[config.mk]
export PLATFORM = sky130hd
export DESIGN_NAME = k007232_rom_bridge
export DESIGN_NICKNAME = d
export VERILOG_FILES = /design/src/rtl/k007232_pkg.sv /design/src/rtl/k007232_rom_slot.sv /design/src/rtl/k007232_rom_bridge.sv
export SDC_FILE = /design/constraint.sdc
export NUM_CORES = 1
export LEC_CHECK = 0
export BUFFER_PORTS_ARGS = -buffer_cell sky130_fd_sc_hd__buf_2
export CAP_MARGIN = 20
export CELL_PAD_IN_SITES_DETAIL_PLACEMENT = 1
export CELL_PAD_IN_SITES_GLOBAL_PLACEMENT = 1
export CORE_MARGIN = 3
export CORE_UTILIZATION = 49
export DETAILED_ROUTE_END_ITERATION = 16
export GPL_TIMING_DRIVEN = 0
export PLACE_DENSITY = 0.85
export SLEW_MARGIN = 15
export SYNTH_ARGS = -nofsm -noshare
export SYNTH_HDL_FRONTEND = slang
export SYNTH_HIERARCHICAL = 1
export SYNTH_SLANG_ARGS = --single-unit
[constraint.sdc]
create_clock -name i_EMUCLK -period 2.8 [get_ports i_EMUCLK]
set_input_delay 0.42 -clock i_EMUCLK [delete_from_list [all_inputs] [get_ports i_EMUCLK]]
set_output_delay 0.42 -clock i_EMUCLK [all_outputs]
set_load 0.01 [all_outputs]
[src/rtl/k007232_pkg.sv]
// Shared widths and the request FSM state type for the K007232 sample ROM bridge.
package k007232_pkg;

  localparam int SA_W = 17;  // sample address width from the player
  localparam int D_W  = 8;   // sample data width

  typedef enum logic [1:0] {
    IDLE   = 2'd0,
    BUSY_A = 2'd1,
    BUSY_B = 2'd2
  } state_t;

endpackage

[src/rtl/k007232_rom_slot.sv]
// One sample channel: tracks the last address the player asked for, holds the
// fetched byte, and flags when a fetch is still owed for the current tag.
module k007232_rom_slot
  import k007232_pkg::*;
(
  input  logic            clk,
  input  logic            rst_n,
  input  logic            pcen,
  input  logic            selected,   // i_SEL currently points at this channel
  input  logic [SA_W-1:0] sa,
  input  logic            ack,        // memory ACK for a request issued on behalf of this channel
  input  logic [SA_W-1:0] fly_addr,   // address of the request currently in flight
  input  logic [D_W-1:0]  mem_data,
  output logic [SA_W-1:0] tag,
  output logic            valid,
  output logic            pend,
  output logic [D_W-1:0]  data,
  output logic            served      // this cycle's ACK is accepted into data
);

  logic tag_ok;
  logic upd;

  // A new address (or the first one after reset) retags the channel. The tag
  // update takes priority over a same-cycle ACK, whose data is then stale.
  assign upd    = pcen && selected && (!tag_ok || (sa != tag));
  assign served = ack && !upd && (fly_addr == tag);

  // Tag/data/valid/pend bookkeeping; an ACK for a superseded tag leaves pend set.
  always_ff @(posedge clk or negedge rst_n) begin
    if (!rst_n) begin
      tag    <= '0;
      tag_ok <= 1'b0;
      valid  <= 1'b0;
      pend   <= 1'b0;
      data   <= '0;
    end else if (upd) begin
      tag    <= sa;
      tag_ok <= 1'b1;
      valid  <= 1'b0;
      pend   <= 1'b1;
    end else if (served) begin
      data  <= mem_data;
      valid <= 1'b1;
      pend  <= 1'b0;
    end
  end

endmodule

[src/rtl/k007232_rom_bridge.sv]
// Bridges the K007232 multiplexed sample address bus to a single external
// memory read port, caching one byte per channel and arbitrating refills.
// Memory handshake: o_MEM_REQ rises with a stable o_MEM_ADDR and both hold
// until a one-cycle i_MEM_ACK (data valid that cycle); REQ drops the next cycle.
module k007232_rom_bridge
  import k007232_pkg::*;
#(
  parameter logic [23:0] BASE_ADDR = 24'h000000,
  parameter int          MEM_AW    = 24
) (
  input  logic              i_EMUCLK,
  input  logic              i_RST_n,
  input  logic              i_PCEN,
  input  logic [SA_W-1:0]   i_SA,
  input  logic              i_SEL,
  output logic [D_W-1:0]    o_RAM,
  output logic              o_MEM_REQ,
  output logic [MEM_AW-1:0] o_MEM_ADDR,
  input  logic              i_MEM_ACK,
  input  logic [D_W-1:0]    i_MEM_DATA,
  output logic [1:0]        o_LATE
);

  state_t          state, state_nx;
  logic [SA_W-1:0] fly_addr, fly_nx;
  logic            last_b;
  logic            prev_sel;
  logic [SA_W-1:0] tag_a, tag_b;
  logic            valid_a, valid_b, pend_a, pend_b, served_a, served_b;
  logic [D_W-1:0]  data_a, data_b;
  logic            ack_a, ack_b;

  assign ack_a = i_MEM_ACK && (state == BUSY_A);
  assign ack_b = i_MEM_ACK && (state == BUSY_B);

  k007232_rom_slot u_slot_a (
    .clk      (i_EMUCLK),
    .rst_n    (i_RST_n),
    .pcen     (i_PCEN),
    .selected (!i_SEL),
    .sa       (i_SA),
    .ack      (ack_a),
    .fly_addr (fly_addr),
    .mem_data (i_MEM_DATA),
    .tag      (tag_a),
    .valid    (valid_a),
    .pend     (pend_a),
    .data     (data_a),
    .served   (served_a)
  );

  k007232_rom_slot u_slot_b (
    .clk      (i_EMUCLK),
    .rst_n    (i_RST_n),
    .pcen     (i_PCEN),
    .selected (i_SEL),
    .sa       (i_SA),
    .ack      (ack_b),
    .fly_addr (fly_addr),
    .mem_data (i_MEM_DATA),
    .tag      (tag_b),
    .valid    (valid_b),
    .pend     (pend_b),
    .data     (data_b),
    .served   (served_b)
  );

  // Next-state: round-robin between pending channels, latch the tag on entry.
  always_comb begin
    state_nx = state;
    fly_nx   = fly_addr;
    case (state)
      IDLE: begin
        if (pend_a && (!pend_b || last_b)) begin
          state_nx = BUSY_A;
          fly_nx   = tag_a;
        end else if (pend_b) begin
          state_nx = BUSY_B;
          fly_nx   = tag_b;
        end
      end
      BUSY_A, BUSY_B: begin
        if (i_MEM_ACK) state_nx = IDLE;
      end
      default: state_nx = IDLE;
    endcase
  end

  // State register and in-flight address.
  always_ff @(posedge i_EMUCLK or negedge i_RST_n) begin
    if (!i_RST_n) begin
      state    <= IDLE;
      fly_addr <= '0;
    end else begin
      state    <= state_nx;
      fly_addr <= fly_nx;
    end
  end

  // Last-served flag moves only on an accepted fetch; B after reset so A wins first.
  always_ff @(posedge i_EMUCLK or negedge i_RST_n) begin
    if (!i_RST_n)      last_b <= 1'b1;
    else if (served_a) last_b <= 1'b0;
    else if (served_b) last_b <= 1'b1;
  end

  // Window-close detection: a phase change means the previous channel's slot closed.
  always_ff @(posedge i_EMUCLK or negedge i_RST_n) begin
    if (!i_RST_n) begin
      prev_sel <= 1'b0;
      o_LATE   <= 2'b00;
    end else if (i_PCEN) begin
      prev_sel <= i_SEL;
      o_LATE   <= {(!i_SEL && prev_sel && !valid_b), (i_SEL && !prev_sel && !valid_a)};
    end else begin
      o_LATE <= 2'b00;
    end
  end

  assign o_MEM_REQ  = (state != IDLE);
  assign o_MEM_ADDR = MEM_AW'(BASE_ADDR) + MEM_AW'(fly_addr);
  assign o_RAM      = i_SEL ? data_b : data_a;

endmodule
==> flow_summary_export.csv, run 1 <==
group,metric,value,unit
grt,grt_pass1_vias,3545,
place,place_congestion,0.908,
run,drv_cap,0,
critical_path,endpoint_kind,"flop",
grt,gr-usage-all-layers,0.240,
cts,clock_path_buffers,2,
critical_path,critical_path_required,3050,ps
floorplanning,io_pins,65,
timing,setup-tns-final,0,ps
critical_path,worstSetupPathType,"flop to flop",
grt,gr-total-overflow,0,
route,wl_per_cell,20.3,um
floorplanning,die_area,10100,um2
cts,post-cts-setup-buffer-count,0,
timing,period_minus_slack,2340,ps
route,vias,3232,
route,firstDrtPassIters,4,
timing,finalCritPeriodShare,0.836,
route,drt_iter0_markers,157,
cts,numCtsBuffers,9,
floorplanning,fp.dieW,101,um
cts,cts_htree_levels,3,
run_status,run_status,"finished clean",
critical_path,worst_setup_path_start_kind,"flop",
yosys,post_synth_num_cell_types,42,
cts,cts-resized-gates,0,
pwr,sequentialPowerShare,0.423,
pwr,power.leakage,0.00229,uW
finish,synthToLayoutAreaGrowth,15.5,%
pwr,p_sw,1490,uW
timing,worst_slew_pin_slew,521,ps
cts,holdBufCountCts,1,
pwr,switching_share,0.380,
yosys,synth_edf_count,0,
timing,grt_setup_unrepaired,"no",
pwr,vdd_ir_drop_max,480,uV
cts,cts_sinks,79,
critical_path,cp.arrival,2590,ps
yosys,synth_warnings,6,
yosys,postSynthCellCount,373,
finish,stdcell_count,559,
floorplanning,rows,33,
timing,timing.fmax,0.427,GHz
min_path,hp-class,"primary input to flop",
finish,seqCellArea,1980,um2
finish,finish.net_count,482,
pwr,p_per_area,775,nW/um2
route,routed_wirelength,11.3,mm
place,numPlacedInstances,542,
pwr,combPwrFrac,0.347,
yosys,synth.avg_cell_area,11.8,um2
cts,root_buffer,"clkbuf_8",
finish,multi_input_area,2160,um2
grt,antenna_found_initial,0,
yosys,ys_seq_area_frac,0.451,
floorplanning,chipHeight,101,um
yosys,synth_seq_cells,79,
cts,cts_tree,"built",
place,io_buffers,57,
route,antenna_left,0,
yosys,dominantRegCellSynth,"dfrtp_1",
timing,hold_viol,0,
route,viasPerCell,5.78,
grt,grt_pass1_wl,18.6,mm
timing,max_slew_margin,0.653,
yosys,syn-cell-area,4390,um2
timing,skew,9.84,ps
timing,setup_viol,0,
finish,drive_gt1_frac,0.346,
finish,fillers,926,
pwr,clkPwrFrac,0.230,
grt,grt_max_degree,52,
place,dp_hpwl,8.22,mm
timing,maxSlewViolCount,0,
cts,clk_pin_slew,90,ps
floorplanning,initial_core_util,0.518,
critical_path,crit_fanout,9,
yosys,async_flop_share,1.00,
pwr,p_int,2440,uW
finish,diodes,0,
floorplanning,fp.coreArea,8460,um2
cts,clkLatencyLatePin,360,ps
route,drc_errors,0,
-- cell usage after synthesis (2+ instances only) --
master / count / area (um2)
inv_1: 19 / 71.3
a31oi_4: 2 / 42.5
o2bb2ai_1: 2 / 17.5
buf_2: 3 / 15.0
a21o_1: 2 / 15.0
xor2_1: 8 / 70.1
nor4_4: 2 / 42.5
ha_1: 3 / 37.5
nor2_8: 2 / 40.0
mux2_2: 23 / 259
a222oi_1: 2 / 20.0
mux2_4: 28 / 420
buf_4: 8 / 60.1
nand2_1: 6 / 22.5
nor2_1: 19 / 71.3
mux2_1: 4 / 45.0
o21ai_0: 19 / 95.1
and2_1: 2 / 12.5
nor3_1: 4 / 20.0
a31oi_1: 17 / 106
dfrtp_1: 78 / 1950
nand4_1: 14 / 87.6
a22o_1: 2 / 17.5
nand2b_1: 3 / 18.8
xnor2_1: 50 / 438
a21oi_1: 21 / 105
o21ai_1: 5 / 25.0
o22ai_1: 3 / 18.8
nor4_1: 2 / 12.5
buf_6: 8 / 90.1
-- critical path, stage by stage, from the launching register on --
cell and delay (ps):
dfrtp_1 450, xnor2_1 260, nand4_1 180, nor3_1 480, a31oi_4 230, nor2_8 260
mux2_2 370
-- flip-flops by register name (all words and copies together), names as in the netlist --
name and flops:
u_slot_a/data 8, u_slot_b/valid 1, u_slot_b/data 8, last_b 1
u_slot_a/pend 1, prev_sel 1, o_LATE 2, u_slot_a/tag_ok 1
u_slot_a/valid 1, u_slot_b/pend 1, state 2, u_slot_b/tag_ok 1
fly_addr 17, u_slot_b/tag 17, u_slot_a/tag 17
-- power groups by stage --
stage	Clock (uW)	Sequential, uW	Combinational, uW
2_1_floorplan	0	1660	867
3_3_place_gp	0	1660	1280
3_5_place_dp	0	1680	1350
4_1_cts	917	1660	1370
5_1_grt	974	1700	1490
6_report	902	1660	1370
-- routing by layer --
layer,vias to the layer above,global-route usage,share of wire
li1,1456,-,-
met1,1662,0.301,0.42
met2,94,0.397,0.50
met3,20,0.0630,0.063
met4,0,0.0912,0.021
met5,-,0,0
-- layout by cell type, fill, tap and decap left out, drive strengths merged --
| cell | instances |
|---|---|
| nand2 | 6 |
| dfstp | 1 |
| dfrtp | 78 |
| a21oi | 21 |
| a22o | 2 |
| nand2b | 4 |
| a222oi | 2 |
| o21ai | 25 |
| nor3 | 4 |
| conb | 7 |
| bufinv | 1 |
| clkinvlp | 3 |
| buf | 79 |
| mux2 | 55 |
| o21a | 1 |
| ha | 3 |
| nand4 | 14 |
| and2b | 1 |
| inv | 23 |
| nor2 | 21 |
| dlygate4sd3 | 1 |
| o22ai | 3 |
| a21o | 2 |
| nor4 | 4 |
| a31oi | 19 |
| a32oi | 1 |
| clkbuf | 9 |
| o2bb2ai | 2 |
| nor4b | 1 |
| and2 | 2 |
| xnor2 | 50 |
| nor4bb | 1 |
| xor2 | 8 |
-- path summary, 6_finish.rpt --
| path | start | end | slack [ps] | depth (start not counted) |
|---|---|---|---|---|
| setup / recovery | u_slot_b/tag[9] | u_slot_b/data[7] | 460 | 6 |
| hold / removal | i_MEM_DATA[6] | u_slot_a/data[6] | 290 | 2 |
| setup reg to reg | u_slot_b/tag[9] | u_slot_b/data[7] | 460 | 6 |
| hold reg to reg | u_slot_a/valid | o_LATE[0] | 460 | 1 |
| max in group asynchronous | i_RST_n | last_b | 1640 | 3 |
| min in group asynchronous | i_RST_n | u_slot_b/tag[12] | 520 | 2 |
-- per-stage QoR --
step                      cell area (um2)  hold slack [ps]  setup slack (ps)  utilization  power (uW)
after floorplan                      4410              124               994            -        2530
after global placement               4830              430               495        0.570        2950
after detailed placement             4860              381               494        0.574        3030
after CTS                            5070              273               508        0.599        3950
after global routing                 5070              272               381        0.599        4170
final                                5070              288               460        0.599        3930
-- cells by family (layout without fill, tap and decap cells) --
family / after synthesis / after routing / share of synthesized area
compound gates: 78 / 78 / 0.113
xor+xnor: 58 / 58 / 0.116
fa+ha+maj: 3 / 3 / 0.00856
buf+inv: 41 / 116 / 0.0627
flops: 79 / 79 / 0.451
mux: 55 / 55 / 0.165
other cells: 1 / 7 / 0.000855
simple gates: 58 / 58 / 0.0833
-- layout make-up --
| cell class | count | share of cell area |
|---|---|---|
| tap | 105 | 0.0259 |
| clock inverter | 7 | 0.0155 |
| buffer | 21 | 0.0395 |
| inverter | 20 | 0.0148 |
| sequential | 79 | 0.390 |
| clock buffer | 9 | 0.0244 |
| timing repair buffer | 59 | 0.0642 |
| multi-input combinational | 259 | 0.425 |
No activity file was read; power rests on OpenSTA's default activity.
==> run 2: changes to the inputs <==
Settings changed: CORE_UTILIZATION 49 to 46, PLACE_DENSITY 0.85 to 0.8.
Clock period 2.8 ns to 2.3 ns, I/O delays scaled along.
==> run 2 against run 1 <==
Effect of this change:
- clock skew fell by 1.4 ps
- register-to-register slack got worse by 350 ps
- cell count rose by 4.5%
- non-clock buffer count rose by 1
- sequential share of layout area fell by 0.34 points
- flip-flop and latch count did not move
- highest routed layer unchanged
==> flow_summary_export.csv, run 2 (synthesized netlist as in run 1, its figures left out) <==
group,metric,value,unit
run_status,run_status,"finished clean",
finish,mostFrequentLayoutCells,"78 x dfrtp_1, 59 x buf_2, 50 x xnor2_1, 28 x mux2_4, 23 x mux2_2",
pwr,power.leakage,0.00230,uW
grt,antenna_found_initial,0,
route,firstDrtPassIters,4,
cts,clk_pin_slew,100,ps
critical_path,cp.arrival,2440,ps
critical_path,cpPeakStageDelay,440,ps
critical_path,rr_worst_depth,6,
route,vias,3206,
finish,finish.net_count,483,
run,drv_cap,0,
pwr,vdd_ir_drop_max,508,uV
timing,grt_setup_unrepaired,"no",
timing,max_slew_margin,0.633,
cts,clock_path_buffers,2,
finish,fin_area,5110,um2
finish,final_util,0.554,
place,place_congestion,0.871,
route,antenna_left,0,
grt,gr-usage-all-layers,0.226,
finish,synthToLayoutAreaGrowth,16.6,%
place,post_dp_cell_area,4890,um2
min_path,holdPathStages,2,
route,drc_errors,0,
grt,grt_max_degree,45,
timing,maxSlewViolCount,0,
finish,drive_gt1_frac,0.347,
critical_path,endpoint_kind,"flop",
pwr,combPwrFrac,0.349,
place,io_buffers,57,
finish,diodes,0,
min_path,hp-class,"primary input to flop",
grt,gr-total-overflow,0,
timing,hold_slack,213,ps
floorplanning,rows,35,
grt,grt_pass1_vias,3463,
timing,setup_ws,110,ps
place,dp_hpwl,8.40,mm
critical_path,critical_path_required,2550,ps
pwr,sequentialPowerShare,0.419,
finish,top_regs,"fly_addr x17, u_slot_a/tag x17, u_slot_b/tag x17",
cts,root_buffer,"clkbuf_8",
finish,final_common_cell,"dfrtp_1",
floorplanning,fp.dieW,104,um
timing,timing.fmax,0.457,GHz
cts,cts-resized-gates,0,
pwr,switching_share,0.384,
pwr,p_sw,1860,uW
floorplanning,fp.coreArea,9240,um2
route,routed_wirelength,11.8,mm
pwr,p_int,2980,uW
floorplanning,chipHeight,104,um
critical_path,cpMaxStageDelayCell,"dfrtp_1",
timing,worst_slew_pin_slew,551,ps
route,viasPerCell,5.49,
cts,cts_htree_levels,3,
pwr,p_per_area,947,nW/um2
place,pre_cts_ws,12.8,ps
critical_path,path_cells,"xnor2_1 -> nand4_1 -> nor3_1 -> a31oi_4 -> nor2_8 -> mux2_2",
cts,clkLatencyLatePin,360,ps
timing,hold_viol,0,
grt,grt_pass1_wl,19.1,mm
timing,setup_viol,0,
route,drt_iter0_markers,163,
timing,setup-tns-final,0,ps
cts,numCtsBuffers,9,
timing,finalCritPeriodShare,0.952,
cts,cts_sinks,79,
critical_path,worstSetupPathType,"flop to flop",
floorplanning,initial_core_util,0.475,
timing,skew,8.41,ps
floorplanning,die_area,10700,um2
cts,cts_tree,"built",
pwr,clkPwrFrac,0.232,
critical_path,crit_fanout,9,
timing,period_minus_slack,2190,ps
route,wl_per_cell,20.2,um
floorplanning,io_pins,65,
critical_path,worst_setup_path_start_kind,"flop",
[run 2: power groups by stage]
stage | registers (uW) | clock network (uW) | logic [uW]
finish | 2030 | 1130 | 1690
global route | 2080 | 1210 | 1830
CTS | 2020 | 1140 | 1680
detailed placement | 2050 | 0 | 1650
global placement | 2020 | 0 | 1580
floorplan | 2020 | 0 | 1060
[run 2: metrics by stage]
step / std cells / power, uW
after floorplan: 379 / 3080
after global placement: 565 / 3610
after detailed placement: 566 / 3700
after CTS: 583 / 4840
after global routing: 584 / 5110
final: 584 / 4840
[run 2: metal layers]
layer / share of wire / vias up / GRT usage
met5: 0 / - / 0
met3: 0.049 / 17 / 0.0455
met1: 0.42 / 1646 / 0.292
met2: 0.51 / 85 / 0.386
met4: 0.016 / 0 / 0.0655
li1: - / 1458 / -
[run 2: cell type report]
class,instances,area [um2]
plain buffers,21,200
repair buffers,60,333
clock buffers,9,124
well taps,129,161
inverters,20,75.1
flip-flops and latches,79,1980
fillers,1020,4130
clock inverters,7,86.3
multi-input cells,259,2160
[run 2: timing repair]
item	CTS	global route
hold buffers	1	0
endpoints found under the setup margin	0	5
hold endpoints to repair	35	0
setup buffers	0	1
[run 2: critical path, delay by kind of cell (launching register included)]
kind / cells / cell delay (ps)
compound gates: 1 / 210
xor+xnor: 1 / 190
flops: 1 / 440
mux: 1 / 370
simple gates: 3 / 880
[run 2: path summary, 6_finish.rpt]
check / endpoint / start / slack, ps
setup / recovery: u_slot_a/data[2] / u_slot_a/tag[3] / 110
hold reg to reg: o_LATE[0] / u_slot_a/valid / 450
hold / removal: u_slot_b/data[5] / i_MEM_DATA[5] / 210
min in group asynchronous: u_slot_b/tag[10] / i_RST_n / 490
max in group asynchronous: last_b / i_RST_n / 1170
setup reg to reg: u_slot_a/data[2] / u_slot_a/tag[3] / 110
==> run 3: changes to the inputs <==
Settings changed: ABC_CLOCK_PERIOD_IN_PS set to 2500, CORE_MARGIN 3 to 10.
Clock period 2.3 ns to 2.5 ns, I/O delays scaled along.
==> run 3 against run 2 <==
Effect of this change:
- cell count decreased by 0.17%
- hold slack improved by 27 ps
- fmax decreased by 5.2%
- die area increased by 29%
- first-iteration DRC count decreased by 23%
- via count decreased by 2.1%
- global-route usage decreased by 5.1 points
- clock power about the same
- largest power group unchanged
- highest routed layer unchanged
==> flow_summary_export.csv, run 3 (synthesized netlist as in run 1, its figures left out) <==
group,metric,value,unit
critical_path,cp_num_buf_inv,0,
grt,grt_pass1_wl,19.5,mm
timing,max_slew_margin,0.614,
route,viasPerCell,5.38,
cts,cts_sinks,79,
finish,synthToLayoutAreaGrowth,16.8,%
pwr,p_sw,1680,uW
timing,grt_setup_unrepaired,"no",
place,place_congestion,0.892,
floorplanning,fp.dieW,118,um
timing,setup-tns-final,0,ps
critical_path,path_cells,"xnor2_1 -> nand4_1 -> nor3_1 -> a31oi_4 -> nor2_8 -> mux2_2",
route,antenna_left,0,
finish,finish.net_count,482,
cts,numCtsBuffers,9,
cts,cts_tree,"built",
place,dp_hpwl,8.91,mm
grt,grt_pass1_vias,3613,
pwr,power.leakage,0.00231,uW
run_status,run_status,"finished clean",
finish,seqCellArea,1980,um2
cts,clock_path_buffers,2,
pwr,p_int,2840,uW
route,drc_errors,0,
finish,drive_gt1_frac,0.346,
finish,mostFrequentLayoutCells,"78 x dfrtp_1, 59 x buf_2, 50 x xnor2_1, 28 x mux2_4, 23 x mux2_2",
cts,post-cts-setup-buffer-count,0,
timing,maxSlewViolCount,0,
grt,gr-usage-all-layers,0.175,
pwr,p_total,4510,uW
pwr,switching_share,0.372,
timing,skew,13.1,ps
cts,root_buffer,"clkbuf_8",
floorplanning,io_pins,65,
run,drv_cap,0,
finish,top_regs,"fly_addr x17, u_slot_a/tag x17, u_slot_b/tag x17",
cts,cts_htree_levels,3,
pwr,vdd_ir_drop_max,423,uV
critical_path,crit_family,"simple AND/OR/NAND/NOR gates",
timing,hold_viol,0,
finish,multi_input_area,2160,um2
route,routed_wirelength,12.1,mm
grt,gr-total-overflow,0,
place,io_buffers,57,
finish,diodes,0,
critical_path,cpMaxStageDelayCell,"nor3_1",
grt,grt_max_degree,59,
route,vias,3139,
critical_path,cp.arrival,2560,ps
critical_path,crit_fanout,9,
floorplanning,rows,35,
critical_path,cpPeakStageDelay,520,ps
route,drt_iter0_markers,125,
timing,setup_viol,0,
finish,final_common_cell,"dfrtp_1",
cts,clkLatencyLatePin,370,ps
timing,finalCritPeriodShare,0.925,
pwr,clkPwrFrac,0.245,
critical_path,endpoint_kind,"flop",
timing,period_minus_slack,2310,ps
pwr,sequentialPowerShare,0.412,
pwr,p_per_area,881,nW/um2
floorplanning,chipHeight,118,um
route,firstDrtPassIters,4,
grt,antenna_found_initial,0,
timing,timing.fmax,0.433,GHz
pwr,combPwrFrac,0.343,
cts,cts-resized-gates,0,
critical_path,worst_setup_path_start_kind,"flop",
cts,clk_pin_slew,90,ps
critical_path,worstSetupPathType,"flop to flop",
finish,fillers,1021,
min_path,hp-class,"primary input to flop",
floorplanning,fp.coreArea,9280,um2
route,wl_per_cell,20.8,um
cts,holdBufCountCts,1,
floorplanning,die_area,13800,um2
critical_path,critical_path_required,2750,ps
timing,worst_slew_pin_slew,574,ps
floorplanning,initial_core_util,0.473,
## run 3: cell types whose count changed in the layout (fill, tap and decap cells not counted), sizes merged
cell and change:
bufinv +1, clkinv -1, buf -1
## run 3: power groups by stage
stage / registers [uW] / clock network (uW) / logic (uW)
3_5_place_dp: 1880 / 0 / 1530
6_report: 1860 / 1110 / 1550
2_1_floorplan: 1860 / 0 / 971
4_1_cts: 1860 / 1130 / 1560
3_3_place_gp: 1860 / 0 / 1470
5_1_grt: 1910 / 1180 / 1690
## run 3: stage by stage
stage | util | area [um2] | setup slack (ps) | hold WS (ps) | std cells
final | 0.552 | 5120 | 188 | 240 | 583
after global routing | 0.552 | 5120 | 81.0 | 230 | 583
after CTS | 0.552 | 5120 | 191 | 235 | 583
after detailed placement | 0.526 | 4890 | 142 | 294 | 566
after global placement | 0.523 | 4860 | 215 | 428 | 565
after floorplan | - | 4410 | 704 | 79.4 | 379
## run 3: path summary, 6_finish.rpt
| path | start | to | cells after the start | slack, ps |
|---|---|---|---|---|
| setup / recovery | u_slot_b/tag[3] | u_slot_b/data[0] | 6 | 190 |
| hold / removal | i_MEM_DATA[6] | u_slot_a/data[6] | 2 | 240 |
| max in group asynchronous | i_RST_n | last_b | 3 | 1450 |
| setup reg to reg | u_slot_b/tag[3] | u_slot_b/data[0] | 6 | 190 |
| min in group asynchronous | i_RST_n | u_slot_a/data[6] | 2 | 440 |
| hold reg to reg | u_slot_a/valid | o_LATE[0] | 1 | 460 |
## run 3: final cells by class
class                           count  area share
Sequential cell                    79       0.386
Timing Repair Buffer               59      0.0635
Inverter                           20      0.0147
Clock inverter                      7      0.0200
Clock buffer                        9      0.0242
Tap cell                          129      0.0315
Buffer                             21      0.0391
Multi-Input combinational cell    259       0.421
## run 3: layer usage
layer	vias to the layer above	wire, um	global-route usage
met2	58	6210	0.309
met3	16	338	0.0321
met1	1608	5380	0.210
li1	1457	-	-
met5	-	0	0
met4	0	198	0.0510
